`src/rtl/word_serializer_pkg.sv`:
```
// Shared types for the word serializer and its companion verifier block.
// Latency: n/a (types and constants only).
// Backpressure: n/a.
package word_serializer_pkg;

    localparam int WORD_W         = 32;
    localparam int BYTE_W         = 8;
    localparam int BYTES_PER_WORD = 4;

    typedef enum logic [1:0] {
        SER_IDLE  = 2'd0,
        SER_FETCH = 2'd1,
        SER_LOAD  = 2'd2,
        SER_SHIFT = 2'd3
    } Serializer_state;

    typedef enum logic [1:0] {
        VER_IDLE    = 2'd0,
        VER_COMPARE = 2'd1,
        VER_REPORT  = 2'd2
    } Verifier_state;

endpackage

```
`src/rtl/word_serializer_if.sv`:
```
// FIFO read port between the serializer (master) and a 32-bit word FIFO (slave).
// Latency: read data valid one cycle after o_fifo_rd_en.
// Backpressure: the master only pops while i_fifo_empty is low.
interface word_serializer_if;

    logic        o_fifo_rd_en;
    logic        i_fifo_empty;
    logic [31:0] i_fifo_rd_data;

    modport master (
        output o_fifo_rd_en,
        input  i_fifo_empty,
        input  i_fifo_rd_data
    );

    modport slave (
        input  o_fifo_rd_en,
        output i_fifo_empty,
        output i_fifo_rd_data
    );

endinterface

```
`src/rtl/word_serializer.sv`:
```
// Pops 32-bit words from a FIFO and emits a programmed number of bytes, one per cycle.
// Latency: first byte 3 cycles after i_start (fetch, load, shift); o_done one cycle after the last byte.
// Backpressure: stalls in SER_FETCH while the FIFO is empty; macro SERIALIZER_LSB_FIRST_EN selects LSB-first order.
module word_serializer
    import word_serializer_pkg::*;
#(
    parameter int LEN_W = 6
) (
    input  logic                  CLK,
    input  logic                  RESET,
    input  logic                  i_start,
    input  logic [LEN_W-1:0]      i_RCC_BUFFER_LENGTH,
    word_serializer_if.master     fifo,
    output logic [BYTE_W-1:0]     o_serialized_output,
    output logic                  o_serialized_output_valid,
    output logic [1:0]            o_serialize_counter,
    output logic                  o_busy,
    output logic                  o_done
);

    localparam int CNT_W = LEN_W + 1;

    Serializer_state     state;
    Serializer_state     state_nxt;

    logic [WORD_W-1:0]   word_q;
    logic [LEN_W-1:0]    len_q;
    logic [LEN_W-1:0]    byte_cnt;
    logic [1:0]          ser_cnt;
    logic [BYTE_W-1:0]   last_byte;
    logic                done_q;
    logic                pf_q;

    logic [BYTE_W-1:0]   cur_byte;
    logic [CNT_W-1:0]    byte_cnt_x;
    logic [CNT_W-1:0]    len_x;
    logic                is_last;
    logic                more_words;
    logic                rd_en;
    logic                load_word;
    logic                accept;
    logic                done_nxt;
    logic                pf_set;

    // Byte-select mux: the counter picks one byte lane of the current word.
    always_comb begin
        cur_byte = '0;
        case (ser_cnt)
`ifdef SERIALIZER_LSB_FIRST_EN
            2'd0:    cur_byte = word_q[7:0];
            2'd1:    cur_byte = word_q[15:8];
            2'd2:    cur_byte = word_q[23:16];
            default: cur_byte = word_q[31:24];
`else
            2'd0:    cur_byte = word_q[31:24];
            2'd1:    cur_byte = word_q[23:16];
            2'd2:    cur_byte = word_q[15:8];
            default: cur_byte = word_q[7:0];
`endif
        endcase
    end

    // Extended-width compares so byte_cnt + 2 cannot wrap near the maximum length.
    assign byte_cnt_x = {1'b0, byte_cnt};
    assign len_x      = {1'b0, len_q};
    assign is_last    = (byte_cnt_x + CNT_W'(1)) == len_x;
    assign more_words = (byte_cnt_x + CNT_W'(2)) < len_x;

    // Next-state and control: fetch/load a word, shift four bytes, prefetch on index 2.
    always_comb begin
        state_nxt = state;
        rd_en     = 1'b0;
        load_word = 1'b0;
        accept    = 1'b0;
        done_nxt  = 1'b0;
        pf_set    = 1'b0;
        case (state)
            SER_IDLE: begin
                if (i_start) begin
                    if (i_RCC_BUFFER_LENGTH == '0) begin
                        done_nxt = 1'b1;
                    end else begin
                        accept    = 1'b1;
                        state_nxt = SER_FETCH;
                    end
                end
            end
            SER_FETCH: begin
                rd_en = !fifo.i_fifo_empty;
                if (!fifo.i_fifo_empty) begin
                    state_nxt = SER_LOAD;
                end
            end
            SER_LOAD: begin
                load_word = 1'b1;
                state_nxt = SER_SHIFT;
            end
            SER_SHIFT: begin
                if (is_last) begin
                    state_nxt = SER_IDLE;
                    done_nxt  = 1'b1;
                end else if (ser_cnt == 2'd2) begin
                    if (more_words && !fifo.i_fifo_empty) begin
                        rd_en  = 1'b1;
                        pf_set = 1'b1;
                    end
                end else if (ser_cnt == 2'd3) begin
                    if (pf_q) begin
                        load_word = 1'b1;
                    end else begin
                        state_nxt = SER_FETCH;
                    end
                end
            end
            default: state_nxt = SER_IDLE;
        endcase
    end

    // State register.
    always_ff @(posedge CLK) begin
        if (RESET) begin
            state <= SER_IDLE;
        end else begin
            state <= state_nxt;
        end
    end

    // Datapath: length/byte counters, word register, held output byte and done pulse.
    always_ff @(posedge CLK) begin
        if (RESET) begin
            word_q    <= '0;
            len_q     <= '0;
            byte_cnt  <= '0;
            ser_cnt   <= '0;
            last_byte <= '0;
            done_q    <= 1'b0;
            pf_q      <= 1'b0;
        end else begin
            done_q <= done_nxt;
            if (accept) begin
                len_q    <= i_RCC_BUFFER_LENGTH;
                byte_cnt <= '0;
                ser_cnt  <= '0;
            end
            if (state == SER_SHIFT) begin
                byte_cnt  <= byte_cnt + LEN_W'(1);
                ser_cnt   <= ser_cnt + 2'd1;
                last_byte <= cur_byte;
                pf_q      <= pf_set;
            end
            if (load_word) begin
                word_q  <= fifo.i_fifo_rd_data;
                ser_cnt <= '0;
            end
        end
    end

    // A pop requested while reset is being applied would be discarded, so suppress it.
    assign fifo.o_fifo_rd_en        = rd_en && !RESET;

    assign o_serialized_output       = (state == SER_SHIFT) ? cur_byte : last_byte;
    assign o_serialized_output_valid = (state == SER_SHIFT);
    assign o_serialize_counter       = ser_cnt;
    assign o_busy                    = (state != SER_IDLE);
    assign o_done                    = done_q;

endmodule

```
`src/flat_wrapper.sv`:
```
// flat-port wrapper written by rule: the top's interface ports become plain ports
module word_serializer_flat import word_serializer_pkg::*;
#(
    parameter int LEN_W = 6
)
  (CLK, RESET, i_start, i_RCC_BUFFER_LENGTH, o_serialized_output, o_serialized_output_valid, o_serialize_counter, o_busy, o_done, fifo_o_fifo_rd_en, fifo_i_fifo_empty, fifo_i_fifo_rd_data);
  word_serializer_if fifo_i ();
  input  logic CLK;
  input  logic RESET;
  input  logic i_start;
  input  logic [LEN_W-1:0] i_RCC_BUFFER_LENGTH;
  output logic [BYTE_W-1:0] o_serialized_output;
  output logic o_serialized_output_valid;
  output logic [1:0] o_serialize_counter;
  output logic o_busy;
  output logic o_done;
  output wire logic [$bits(fifo_i.o_fifo_rd_en)-1:0] fifo_o_fifo_rd_en;
  input wire logic [$bits(fifo_i.i_fifo_empty)-1:0] fifo_i_fifo_empty;
  input wire logic [$bits(fifo_i.i_fifo_rd_data)-1:0] fifo_i_fifo_rd_data;
  assign fifo_o_fifo_rd_en = fifo_i.o_fifo_rd_en;
  assign fifo_i.i_fifo_empty = fifo_i_fifo_empty;
  assign fifo_i.i_fifo_rd_data = fifo_i_fifo_rd_data;
  word_serializer #(.LEN_W(LEN_W)) u_core (.CLK(CLK), .RESET(RESET), .i_start(i_start), .i_RCC_BUFFER_LENGTH(i_RCC_BUFFER_LENGTH), .fifo(fifo_i), .o_serialized_output(o_serialized_output), .o_serialized_output_valid(o_serialized_output_valid), .o_serialize_counter(o_serialize_counter), .o_busy(o_busy), .o_done(o_done));
endmodule
```
`config.mk`:
```
export PLATFORM = sky130hd
export DESIGN_NAME = word_serializer_flat
export DESIGN_NICKNAME = d
export VERILOG_FILES = /design/src/rtl/word_serializer_pkg.sv /design/src/rtl/word_serializer_if.sv /design/src/rtl/word_serializer.sv /design/src/flat_wrapper.sv
export SDC_FILE = /design/constraint.sdc
export NUM_CORES = 1
export LEC_CHECK = 0
export ABC_AREA = 0
export BUFFER_PORTS_ARGS = -buffer_cell sky130_fd_sc_hd__buf_2
export CAP_MARGIN = 40
export CORE_MARGIN = 5
export CORE_UTILIZATION = 50
export CTS_CLUSTER_DIAMETER = 120
export DETAILED_ROUTE_END_ITERATION = 6
export MAX_ROUTING_LAYER = met4
export PLACE_DENSITY = 0.73
export SLEW_MARGIN = 40
export SYNTH_ARGS = -nofsm -noshare
export SYNTH_HDL_FRONTEND = slang
export SYNTH_SLANG_ARGS = --single-unit
```
`constraint.sdc`:
```
create_clock -name CLK -period 2.3 [get_ports CLK]
set_input_delay 0.23 -clock CLK [delete_from_list [all_inputs] [get_ports CLK]]
set_output_delay 0.23 -clock CLK [all_outputs]
set_load 0.01 [all_outputs]
```
Yosys cells after proc, flatten, opt, wreduce, memory -nomap -nowiden
Cells that the tools add are included.

Eq/ne operators: 13. Shift operators: 0. Add/subtract/negate cells: 4. Multipliers: 0. $lt $le $gt $ge: 1. Bitwise logic cells: 0. Divide/modulo/power cells: 0. Muxes and demuxes: 30. Reduce and logical (&&, ||, !) cells: 11.

Operators by type and width (number): $pmux W8 S3 (1); $mux W2 (9); $mux W1 (13); $mux W6 (2); $eq A2 B2 Y1 const B (4); $mux W8 (1); $pmux W2 S4 (1); $add A6 B1 Y7 const B (1); $add A6 B2 Y7 const B (1); $eq A7 B6 Y1 (1); $lt A7 B6 Y1 (1); $add A6 B1 Y6 const B (1); $logic_not A6 Y1 (1); $ne A2 B2 Y1 const B (3); $pmux W1 S2 (3); $reduce_and A6 Y1 (1); $eq A2 B1 Y1 const B (2); $logic_not A2 Y1 (2); $reduce_bool A2 Y1 (2); $ne A3 B1 Y1 const B (1); $ne A3 B2 Y1 const B (1); $ne A3 B3 Y1 const B (1); $add A2 B1 Y2 const B (1); $logic_and A1 B1 Y1 (2); other kinds (2) (3).

RAM bits: 0. Memories: 0. Latch bits: 0. Bits in registers: 58. Memory bits (read-only): 0.

Longest topological paths before layout
Gate-level depths: netlist of the first run.

Word-level depth: 8. Mapped depth: 8.

Worst setup path after synthesis of the first run
Ideal clock, no wire load.

Path type: flip-flop to output port. Start: register u_core.state[0]. End: output port fifo_o_fifo_rd_en. Cell stages (with the launch flop): 8. Path slack: 0.280 ns. Data arrival time: 1.790 ns. Buffers on the path: 2. Data required time: 2.070 ns. Cells stage by stage: dfxtp_1 -> ha_1 -> clkbuf_1 -> clkbuf_1 -> nand3_1 -> nor2_1 -> o211ai_1 -> o21ai_0.

Cells in the longest elaborated chain, start to end: 3. Elaborated cells on any way between the ends: 4.

Ends and longest elaborated chain: start: declaration (RTL line word_serializer.sv:23) `Serializer_state state;`; start signal: assignment (RTL line word_serializer.sv:124) `state <= state_nxt;`; $eq A2 B2 Y1; named net o_serialized_output_valid (RTL line flat_wrapper.sv:13) `output logic o_serialized_output_valid;`; $pmux W1 S2 (RTL line word_serializer.sv:77) `case (state)`; $logic_and A1 B1 Y1 (RTL line word_serializer.sv:159) `assign fifo.o_fifo_rd_en = rd_en && !RESET;`; end: declaration (RTL line flat_wrapper.sv:17) `output wire logic [$bits(fifo_i.o_fifo_rd_en)-1:0] fifo_o_fifo_rd_en;`.

The timed path passes the listed nets, and every way through them passes these cells.

Worst setup path after layout of the first run
Start: register u_core.ser_cnt[0], in the netlist u_core.o_serialize_counter[0]. End: output port o_serialized_output[5].

Cells in the longest elaborated chain, start to end: 3. Elaborated cells on any way between the ends: 5.

Ends and longest elaborated chain: start: declaration (RTL line word_serializer.sv:29) `logic [1:0] ser_cnt;`; start signal: assignment (RTL line word_serializer.sv:147) `ser_cnt <= ser_cnt + 2'd1;`; $eq A2 B2 Y1 (tied with other cells) (RTL line word_serializer.sv:48) `case (ser_cnt)`; $pmux W8 S3 * (RTL line word_serializer.sv:48); $mux W8 * (RTL line word_serializer.sv:161) `assign o_serialized_output = (state == SER_SHIFT) ? cur_byte : last_byte;`; end: declaration (RTL line flat_wrapper.sv:12) `output logic [BYTE_W-1:0] o_serialized_output;`.

Every way passes the cells marked *; elsewhere a longest branch is shown, timed or not.

==> results of run 1 <==
==> report_power, final <==
group	internal (W)	switching, W
combinational	0.000494	0.000525
sequential	0.00117	0.000105
clock	0.000669	0.000401
total	0.00233	0.00103
==> critical path: cells and delay by family, from the launching register on <==
kind	cells	cell delay, ps
flops	1	360
compound gates	2	660
fa+ha+maj	1	180
buf+inv	2	250
mux	1	290
==> flip-flops by register name, summed over array words and instances, names as in the netlist <==
signal and cells:
u_core.byte_cnt 6, u_core.last_byte 8, u_core.len_q 6, u_core.o_done 1, u_core.o_serialize_counter 2, u_core.pf_q 1, u_core.state 2, u_core.word_q 32
==> area by class of cell <==
cell class,instances,area [sq um]
fillers,519,2136
flip-flops and latches,58,1182
repair buffers,71,461.7
clock inverters,4,73.82
clock buffers,12,155.1
multi-input cells,247,1797
well taps,75,93.84
inverters,15,56.30
==> metrics by stage <==
step	instance area (sq um)	hold WS (ps)	cells	setup slack, ps
floorplan	3088	299.1	344	279.7
global placement	3379	443.5	457	176.1
detailed placement	3379	452.9	457	151.9
CTS	3696	112.6	477	3.732
global route	3820	119.2	482	-28.79
finish	3820	127.5	482	-9.221
==> final timing paths <==
path / from / end / depth (start not counted)
min reg2reg: u_core.len_q[3] / u_core.len_q[3] / 2
max reg2reg: u_core.byte_cnt[1] / u_core.word_q[24] / 8
max: u_core.o_serialize_counter[0] / o_serialized_output[5] / 6
min: fifo_i_fifo_rd_data[21] / u_core.word_q[21] / 3
==> logic make-up after synthesis <==
| family | Yosys count | share of synthesized area |
|---|---|---|
| simple gates | 129 | 0.1836 |
| buf+inv | 39 | 0.06848 |
| fa+ha+maj | 16 | 0.06483 |
| compound gates | 48 | 0.1240 |
| xor+xnor | 11 | 0.04011 |
| mux | 43 | 0.1430 |
| flops | 58 | 0.3760 |
==> timing repair <==
item	CTS	global route
hold buffers	0	0
pin swaps	5	10
endpoints found under the setup margin	9	10
buffers inserted	4	5
gates resized for setup	16	27
==> routing by layer <==
layer	up-vias	GRT usage	share of wire
li1	1295	-	-
met1	1148	0.2589	0.46
met2	46	0.2828	0.47
met3	12	0.05121	0.048
met4	0	0.07692	0.016
met5	-	-	0
==> cell usage in the layout (no fill, tap or decap), types with 9 or more instances in the layout <==
cell	instances
sky130_fd_sc_hd__mux2i_1	34
sky130_fd_sc_hd__a21oi_1	9
sky130_fd_sc_hd__buf_4	12
sky130_fd_sc_hd__nand2_1	88
sky130_fd_sc_hd__dfxtp_1	51
sky130_fd_sc_hd__ha_1	11
sky130_fd_sc_hd__nand3_1	15
sky130_fd_sc_hd__buf_2	51
sky130_fd_sc_hd__inv_1	11
sky130_fd_sc_hd__clkbuf_8	11
==> results by group, run 1 <==
STA
  • Normalized max-slew margin: 0.6463
  • Final hold violations: 0
  • Setup ws final: -9.221 ps
  • Setup repair after global routing missed its margin: yes
  • Fmax: around 430 MHz
  • Clock period minus worst slack: roughly 2300 ps
  • Post-route clock period utilization: 1.004
  • Largest clock skew in the final design: approximately 9 ps
  • Pin slew with the least headroom to its limit: between 500 and 600 ps
  • Setup TNS: -9.221 ps
  • Count of endpoints failing setup in the final report: 1
  • Fin. max-slew vios: 0

Floorplanning
  • I/O pins: 56
  • Number of placement rows: 28
  • Die Wd: a little under 90 um
  • Area enclosed by the die boundary: between 7000 and 8000 sq um
  • Vertical die dimension: approximately 90 um
  • Initial Utilization: 0.5185
  • Core area: 5956 sq um

Yosys
  • Cell types with the largest area share after synthesis: sky130_fd_sc_hd__dfxtp_1 38%, sky130_fd_sc_hd__mux2i_1 11%, sky130_fd_sc_hd__nand2_1 11%
  • Cell area after synthesis: ~3000 sq um
  • Number of instances in the synthesized netlist: approximately 340
  • Most common flop cell mapped by yosys: sky130_fd_sc_hd__dfxtp_1
  • Yosys warning count: 0
  • Fraction of post-synthesis cell area in the top cell type by area: 0.3760
  • Top-count cell post-synth: sky130_fd_sc_hd__nand2_1
  • Async set or reset register ratio after synthesis: 0
  • Cell type contributing the most total cell area after synthesis: sky130_fd_sc_hd__dfxtp_1
  • Per-instance average area after synthesis: approximately 9 sq um
  • Synthesized Nets: 402
  • Count of flip-flops with a built-in enable after synthesis: 0
  • Number of distinct library cells after synthesis: 43
  • Sequential-to-total area share from yosys stat: 0.3760
  • Number of register bits inferred by synthesis: 58
  • Synth top cells by count: 88 x sky130_fd_sc_hd__nand2_1, 58 x sky130_fd_sc_hd__dfxtp_1, 34 x sky130_fd_sc_hd__mux2i_1

Drt
  • Mean routed wirelength per cell: around 14 um
  • Sum of routed wire length over all layers: around 7 mm
  • Detailed-route vias per instance: between 5 and 6
  • DRC errors left: 0
  • Number of routed nets with antenna violations: 0
  • Starting DRT DRC Count: about 220
  • DR vias: roughly 2,500
  • Count of TritonRoute iterations in the first routing pass: 4

Critical path
  • Worst Path Required: roughly 2100 ps
  • R2R setup slack: approximately 260 ps
  • Highest-delay cell along the critical path: sky130_fd_sc_hd__a222oi_1
  • Cells traversed along the worst timing path: buf_12 -> ha_4 -> a222oi_1 -> o21ai_1 -> mux2_4 -> buf_6
  • Crit path DAT: between 2000 and 2500 ps
  • Critical path peak fanout: 7
  • Nature of the critical path endpoint: output port
  • Stage delay of the slowest cell on the critical path: 480 ps
  • Critical path startpoint category: flop
  • Startpoint-to-endpoint class of the critical path: flop to output port

Clock tree
  • Cell chosen for the clock root: sky130_fd_sc_hd__clkbuf_8
  • TritonCTS clock tree: done
  • H-tree depth reported by CTS: 3
  • Reg clk slew, reported paths: around 70 ps
  • Clock latency on the worst-skew pair: between 300 and 400 ps
  • Buffers from clock root to sink, at most: 2
  • Clock buffer count from CTS: 9
  • Clock tree sinks: 58

Global route
  • Antenna violations before repair: 0
  • Global-route wire length before repair: ~11 mm
  • GRT Residual Overflow: 0
  • Vias in the first global route: 2,468
  • GRT Total Usage: 0.1950
  • Maximum number of pins on one net before global-route repair: 75

Power
  • PnR Total Power: 0.003359 W
  • Power density relative to cell area: between 800 and 900 nW/um^2
  • Leakage component of the power: around 1.8 nW
  • Worst IR drop on VDD: roughly 570 uV

Final layout
  • Diode insertion count for antenna repair: 0
  • Finished Core Util: 0.6414
  • Area growth, synth to finish: 23.70%
  • Final-stage net count: 460
  • Share of final-layout standard cells stronger than drive strength 1: 0.2973

Placed design
  • Last weighted congestion value of the routability-driven placer: a little under 0.9
  • Post-DP HPWL: a little under 5 mm
  • Number of input and output port buffers inserted: between 50 and 60

Status
  • Violated checks: setup timing
  • Run status: finished with violations

Flow run
  • MaxCap Viol Count: 0

Hold path
  • HP Class: input pin to flop
(Power assumes the default switching activity.)
==> run 2, diff against run 1 <==
--- a/config.mk
+++ b/config.mk
@@ -12,6 +12,7 @@
 export CORE_UTILIZATION = 50
 export CTS_CLUSTER_DIAMETER = 120
 export DETAILED_ROUTE_END_ITERATION = 6
+export GPL_TIMING_DRIVEN = 0
 export MAX_ROUTING_LAYER = met4
 export PLACE_DENSITY = 0.73
 export SLEW_MARGIN = 40
==> run 2 against run 1 <==
  * The flow now finishes without violations
  * Clock skew rose by 1.1 ps
  * Global-route usage rose by 1.4 points
  * Worst setup slack improved by 49 ps
  * Largest cell class unchanged
  * Largest power group unchanged
==> results by group, run 2 (synthesis results as in run 1) <==
Status
  • Run status: finished, final reports clean

Critical path
  • Worst Path Required: 2070 ps (about the same)
  • Crit path DAT: 2030 ps (-50 ps)
  • Nature of the critical path endpoint: output port
  • Critical path peak fanout: 8 (+1)
  • Startpoint-to-endpoint class of the critical path: flop to output port
  • Critical path startpoint category: flop

Power
  • Power density relative to cell area: 881.5 nW/um^2 (+0.25%)
  • Worst IR drop on VDD: 512.3 uV (-9.6%)
  • PnR Total Power: 0.003391 W (+0.94%)
  • Leakage component of the power: 1.805 nW (+0.14%)

STA
  • Normalized max-slew margin: 0.6408 (-0.005553)
  • Final hold violations: 0 (unchanged)
  • Clock period minus worst slack: 2260 ps (-49.46 ps)
  • Pin slew with the least headroom to its limit: 538.9 ps (+8.329 ps)
  • Count of endpoints failing setup in the final report: 0 (-1)
  • Post-route clock period utilization: 0.9825 (-0.02150)
  • Largest clock skew in the final design: 10.03 ps (+1.073 ps)
  • Fin. max-slew vios: 0 (unchanged)
  • Setup repair after global routing missed its margin: yes
  • Setup TNS: 0 ps (+9.221 ps)
  • Hold_ws: 119.6 ps (-7.973 ps)
  • Fmax: 442.5 MHz (+2.2%)

Floorplanning
  • Vertical die dimension: 88.59 um (unchanged)
  • I/O pins: 56 (unchanged)
  • Die Wd: 88.59 um (unchanged)
  • Number of placement rows: 28 (unchanged)
  • Initial Utilization: 0.5185 (unchanged)
  • Core area: 5956 sq um (unchanged)
  • Area enclosed by the die boundary: 7847 sq um (unchanged)

Placed design
  • Last weighted congestion value of the routability-driven placer: 0.8708 (-0.48%)
  • Number of input and output port buffers inserted: 54 (-1.8%)
  • Post-DP HPWL: 5.408 mm (+12%)

Drt
  • Starting DRT DRC Count: 161 (-26%)
  • Count of TritonRoute iterations in the first routing pass: 4 (unchanged)
  • Number of routed nets with antenna violations: 0 (unchanged)
  • Detailed-route vias per instance: 5.329 (+2.7%)
  • Mean routed wirelength per cell: 15.03 um (+4.0%)
  • Sum of routed wire length over all layers: 7.396 mm (+6.2%)
  • DR vias: 2,622 (+4.8%)
  • DRC errors left: 0 (unchanged)

Global route
  • GR Util met3: 0.04749 (-0.003724)
  • Antenna violations before repair: 0 (unchanged)
  • Busiest metal layer after global routing: met2
  • Maximum number of pins on one net before global-route repair: 12 (-84%)
  • Vias in the first global route: 2,553 (+3.4%)
  • Global-route wire length before repair: 12.08 mm (+6.9%)
  • GRT Total Usage: 0.2089 (+0.01388)
  • GRT Residual Overflow: 0 (unchanged)
  • Global-route met2 utilization: 0.3093 (+0.02651)
  • Global-route met1 utilization: 0.2766 (+0.01770)

Clock tree
  • Clock tree sinks: 58 (unchanged)
  • Clock buffer count from CTS: 9 (unchanged)
  • Reg clk slew, reported paths: 70 ps (about the same)
  • H-tree depth reported by CTS: 3 (unchanged)
  • Hold bufs inserted after CTS: 0 (unchanged)
  • Buffers from clock root to sink, at most: 2 (unchanged)
  • Clock latency on the worst-skew pair: 350 ps (about the same)
  • TritonCTS clock tree: done
  • Cell chosen for the clock root: sky130_fd_sc_hd__clkbuf_8

Final layout
  • Flip-flop and latch area: 1177 sq um (-0.42%)
  • Finished Core Util: 0.6458 (+0.004411)
  • Fillers: 502 (-3.3%)
  • Area growth, synth to finish: 24.55%
  • Diode insertion count for antenna repair: 0 (unchanged)
  • Final-stage net count: 470 (+2.2%)
  • Share of final-layout standard cells stronger than drive strength 1: 0.2806 (-0.01672)
  • Leading cell types in the layout, fill and taps excluded: 88 x sky130_fd_sc_hd__nand2_1, 51 x sky130_fd_sc_hd__buf_2, 51 x sky130_fd_sc_hd__dfxtp_1
  • Commonest non-fill, non-tap cell in the layout: sky130_fd_sc_hd__nand2_1
  • Area of the multi-input gates: 1785 sq um (-0.63%)
  • Max reg flops: 32 (unchanged)
  • Top register by number of flip-flops: u_core.word_q
  • Registers with the most flip-flops: u_core.word_q: 32 flops, u_core.last_byte: 8 flops

Flow run
  • MaxCap Viol Count: 0 (unchanged)

Hold path
  • HP Class: input pin to flop
run 2: final cells by class:
class	count	area share
Clock inverter	5	0.02049
Sequential cell	58	0.3061
Tap cell	75	0.02440
Inverter	15	0.01529
Buffer	20	0.03969
Timing Repair Buffer	61	0.09564
Multi-Input combinational cell	247	0.4642
Clock buffer	11	0.03416
run 2: routing by layer:
metal	up-vias	wire (um)
li1	1321	-
met1	1226	3405
met2	62	3427
met3	13	395
met4	0	167
met5	-	0
run 2: worst max-delay path, cell delays in order, from the launching register on:
cell and delay, ps:
sky130_fd_sc_hd__dfxtp_4 380, sky130_fd_sc_hd__buf_6 120, sky130_fd_sc_hd__ha_4 180, sky130_fd_sc_hd__a222oi_1 460, sky130_fd_sc_hd__o21ai_1 120, sky130_fd_sc_hd__mux2_2 280
sky130_fd_sc_hd__buf_2 140
run 2: repair_timing:
| action | in CTS | in global routing |
|---|---|---|
| pin swaps | 5 | 13 |
| cloned | 0 | 0 |
| setup endpoints to repair | 9 | 39 |
| gates resized for setup | 21 | 30 |
| buffers inserted | 1 | 6 |
run 2: metrics by stage:
| step | area [sq um] | instances | worst slack, ps |
|---|---|---|---|
| after detailed placement | 3452 | 473 | -162.8 |
| after global routing | 3846 | 492 | -56.62 |
| final | 3846 | 492 | 40.23 |
| after CTS | 3697 | 487 | 6.888 |
| after global placement | 3452 | 473 | -148.7 |
| after floorplan | 3088 | 344 | 279.7 |
run 2: worst paths after layout:
path                            startpoint                     end  slack, ps  cells after the start
min reg2reg               u_core.word_q[2]        u_core.word_q[2]        460                      2
min                fifo_i_fifo_rd_data[20]       u_core.word_q[20]        120                      3
max reg2reg             u_core.byte_cnt[1]        u_core.word_q[5]        230                      9
max          u_core.o_serialize_counter[0]  o_serialized_output[5]         40                      6
run 2: power by group:
part           switching (W)  leakage, nW  internal, W  total, W
clock network       0.000412        0.107     0.000608   0.00102
logic               0.000546         1.22     0.000542   0.00109
registers           0.000113        0.474      0.00117   0.00128
==> run 3, diff against run 2 <==
--- a/config.mk
+++ b/config.mk
@@ -9,12 +9,11 @@
 export BUFFER_PORTS_ARGS = -buffer_cell sky130_fd_sc_hd__buf_2
 export CAP_MARGIN = 40
 export CORE_MARGIN = 5
-export CORE_UTILIZATION = 50
+export CORE_UTILIZATION = 25
 export CTS_CLUSTER_DIAMETER = 120
 export DETAILED_ROUTE_END_ITERATION = 6
 export GPL_TIMING_DRIVEN = 0
 export MAX_ROUTING_LAYER = met4
-export PLACE_DENSITY = 0.73
 export SLEW_MARGIN = 40
 export SYNTH_ARGS = -nofsm -noshare
 export SYNTH_HDL_FRONTEND = slang
==> run 3 against run 2 <==
  * Fmax up 0.66%
  * Combinational power barely moved
  * Core utilization is 31 points lower
  * Total power rose by 6.2%
  * Global-route usage is 9.3 points lower
  * First-iteration DRC count is 6.8% higher
  * Sequential share of layout area fell by 1.5 points
  * Clock skew decreased by 4.4 ps
  * Final cell count grew 20%
  * Critical path depth is 1 higher
==> results by group, run 3 (synthesis results as in run 1) <==
STA
  • Fin. max-slew vios: 0 (unchanged)
  • Count of endpoints failing setup in the final report: 0 (unchanged)
  • Pin slew with the least headroom to its limit: 519.1 ps (-19.73 ps)
  • Post-route clock period utilization: 0.9761 (-0.006416)
  • Setup repair after global routing missed its margin: yes
  • Normalized max-slew margin: 0.6539 (+0.01316)
  • Clock period minus worst slack: 2245 ps (-14.76 ps)
  • Fmax: 445.4 MHz (+0.66%)
  • Largest clock skew in the final design: 5.609 ps (-4.426 ps)
  • Final hold violations: 0 (unchanged)

Final layout
  • Max reg flops: 32 (unchanged)
  • Final-stage net count: 473 (+0.64%)
  • Finished Layout Cells: 588 (+20%)
  • Leading cell types in the layout, fill and taps excluded: 88 x sky130_fd_sc_hd__nand2_1, 53 x sky130_fd_sc_hd__buf_2, 53 x sky130_fd_sc_hd__dfxtp_1
  • Share of final-layout standard cells stronger than drive strength 1: 0.2929 (+0.01228)
  • Finished Core Util: 0.3359 (-0.3099)
  • Top register by number of flip-flops: u_core.word_q
  • Area growth, synth to finish: 31.20%
  • Registers with the most flip-flops: u_core.word_q: 32 flops, u_core.last_byte: 8 flops
  • Commonest non-fill, non-tap cell in the layout: sky130_fd_sc_hd__nand2_1
  • Diode insertion count for antenna repair: 0 (unchanged)

Global route
  • GRT Total Usage: 0.1158 (-0.09312)
  • Global-route met2 utilization: 0.1785 (-0.1308)
  • Vias in the first global route: 2,568 (+0.59%)
  • GR Util met3: 0.02657 (-0.02091)
  • Global-route met1 utilization: 0.1420 (-0.1346)
  • Maximum number of pins on one net before global-route repair: 12 (unchanged)
  • Global-route wire length before repair: 12.85 mm (+6.5%)
  • Busiest metal layer after global routing: met2
  • GRT Residual Overflow: 0 (unchanged)
  • Antenna violations before repair: 0 (unchanged)

Flow run
  • MaxCap Viol Count: 0 (unchanged)

Clock tree
  • Buffers from clock root to sink, at most: 2 (unchanged)
  • Reg clk slew, reported paths: 50 ps (-20 ps)
  • Clock latency on the worst-skew pair: 330 ps (-20 ps)
  • TritonCTS clock tree: done
  • Cell chosen for the clock root: sky130_fd_sc_hd__clkbuf_16
  • Hold bufs inserted after CTS: 0 (unchanged)
  • Clock buffer count from CTS: 9 (unchanged)
  • H-tree depth reported by CTS: 3 (unchanged)
  • Clock tree sinks: 58 (unchanged)

Critical path
  • Nature of the critical path endpoint: output port
  • Crit path DAT: 2020 ps (about the same)
  • Worst r2r path cells: 9 (unchanged)
  • Critical path peak fanout: 5 (-3)
  • Critical path startpoint category: flop
  • Worst Path Required: 2070 ps (about the same)
  • Startpoint-to-endpoint class of the critical path: flop to output port

Drt
  • Mean routed wirelength per cell: 14.10 um (-6.2%)
  • DR vias: 2,651 (+1.1%)
  • Sum of routed wire length over all layers: 8.288 mm (+12%)
  • Detailed-route vias per instance: 4.509 (-15%)
  • Number of routed nets with antenna violations: 0 (unchanged)
  • Count of TritonRoute iterations in the first routing pass: 4 (unchanged)
  • DRC errors left: 0 (unchanged)
  • Starting DRT DRC Count: 172 (+6.8%)

Placed design
  • Post-DP HPWL: 6.237 mm (+15%)
  • Last weighted congestion value of the routability-driven placer: 0.8319 (-4.5%)
  • Placed cells: 566 (+20%)
  • Number of input and output port buffers inserted: 54 (unchanged)

Power
  • Power density relative to cell area: 888.7 nW/um^2 (+0.82%)
  • Combinational fraction of design power: 0.311 (-0.010)
  • Net switching power: 0.001122 W (+4.8%)
  • Leakage component of the power: 1.847 nW (+2.4%)
  • Cell internal pwr: 0.002479 W (+6.9%)
  • Worst IR drop on VDD: 318.3 uV (-38%)
  • Switching portion of total power: 0.3115 (-0.004233)
  • Sequential Power Share: 0.355 (-0.023)
  • Clock network power share: 0.334 (+0.033)

Floorplanning
  • Area enclosed by the die boundary: 14,670 sq um (+87%)
  • Vertical die dimension: 121.1 um (+37%)
  • Die Wd: 121.1 um (+37%)
  • Initial Utilization: 0.2560 (-0.2625)
  • Number of placement rows: 40 (+43%)
  • Core area: 12,060 sq um (+100%)
  • I/O pins: 56 (unchanged)

Hold path
  • Number of cells on the worst hold path: 3 (unchanged)
  • HP Class: input pin to flop

Status
  • Run status: finished, final reports clean
-- run 3: power by group through the flow --
| stage | sequential, W | clock, W | combinational [W] |
|---|---|---|---|
| 2_1_floorplan | 0.00126 | 0 | 0.000782 |
| 3_3_place_gp | 0.00129 | 0 | 0.000999 |
| 3_5_place_dp | 0.00130 | 0 | 0.00102 |
| 4_1_cts | 0.00128 | 0.00122 | 0.00110 |
| 5_1_grt | 0.00129 | 0.00127 | 0.00122 |
| 6_report | 0.00128 | 0.00120 | 0.00112 |
-- run 3: final cells by class --
type                    instances  area [sq um]
plain buffers                  20         152.6
repair buffers                 64         374.1
fillers                      1228          8010
flip-flops and latches         58          1180
multi-input cells             247          1805
inverters                      15         56.30
clock inverters                 5         30.03
well taps                     168         210.2
clock buffers                  11         242.7
-- run 3: timing repair --
action	CTS	global route
endpoints found under the setup margin	10	9
pin swaps	9	15
setup buffers	4	6
gates resized for setup	22	30
-- run 3: critical path, stage by stage (launching register included) --
cell	delay, ps
sky130_fd_sc_hd__dfxtp_4	370
sky130_fd_sc_hd__ha_4	170
sky130_fd_sc_hd__and3b_1	170
sky130_fd_sc_hd__o221a_4	270
sky130_fd_sc_hd__o2111ai_4	200
sky130_fd_sc_hd__o211ai_1	150
sky130_fd_sc_hd__o21ai_1	200
sky130_fd_sc_hd__buf_2	160
-- run 3: through the flow --
| stage | setup slack (ps) | hold slack [ps] | setup TNS, ps | power [W] | cell area, sq um |
|---|---|---|---|---|---|
| floorplan | 279.7 | 299.1 | 0 | 0.002045 | 3088 |
| global placement | -170.1 | 446.1 | -178.6 | 0.002289 | 3568 |
| detailed placement | -227.2 | 455.1 | -259.0 | 0.002318 | 3568 |
| CTS | -22.71 | 140.6 | -22.71 | 0.003599 | 3915 |
| global route | -39.89 | 146.6 | -54.79 | 0.003787 | 4051 |
| finish | 54.99 | 145.1 | 0 | 0.003601 | 4051 |
-- run 3: path summary, 6_finish.rpt --
kind / startpoint / to / slack [ps]
max: u_core.byte_cnt[0] / fifo_o_fifo_rd_en / 50
min: fifo_i_fifo_rd_data[5] / u_core.word_q[5] / 150
max reg2reg: u_core.byte_cnt[0] / u_core.word_q[21] / 230
min reg2reg: u_core.word_q[20] / u_core.word_q[20] / 460
-- run 3: layer usage --
metal	vias up	wire, um
met4	0	176
met1	1256	3767
met2	56	3989
li1	1324	-
met3	15	354
met5	-	0
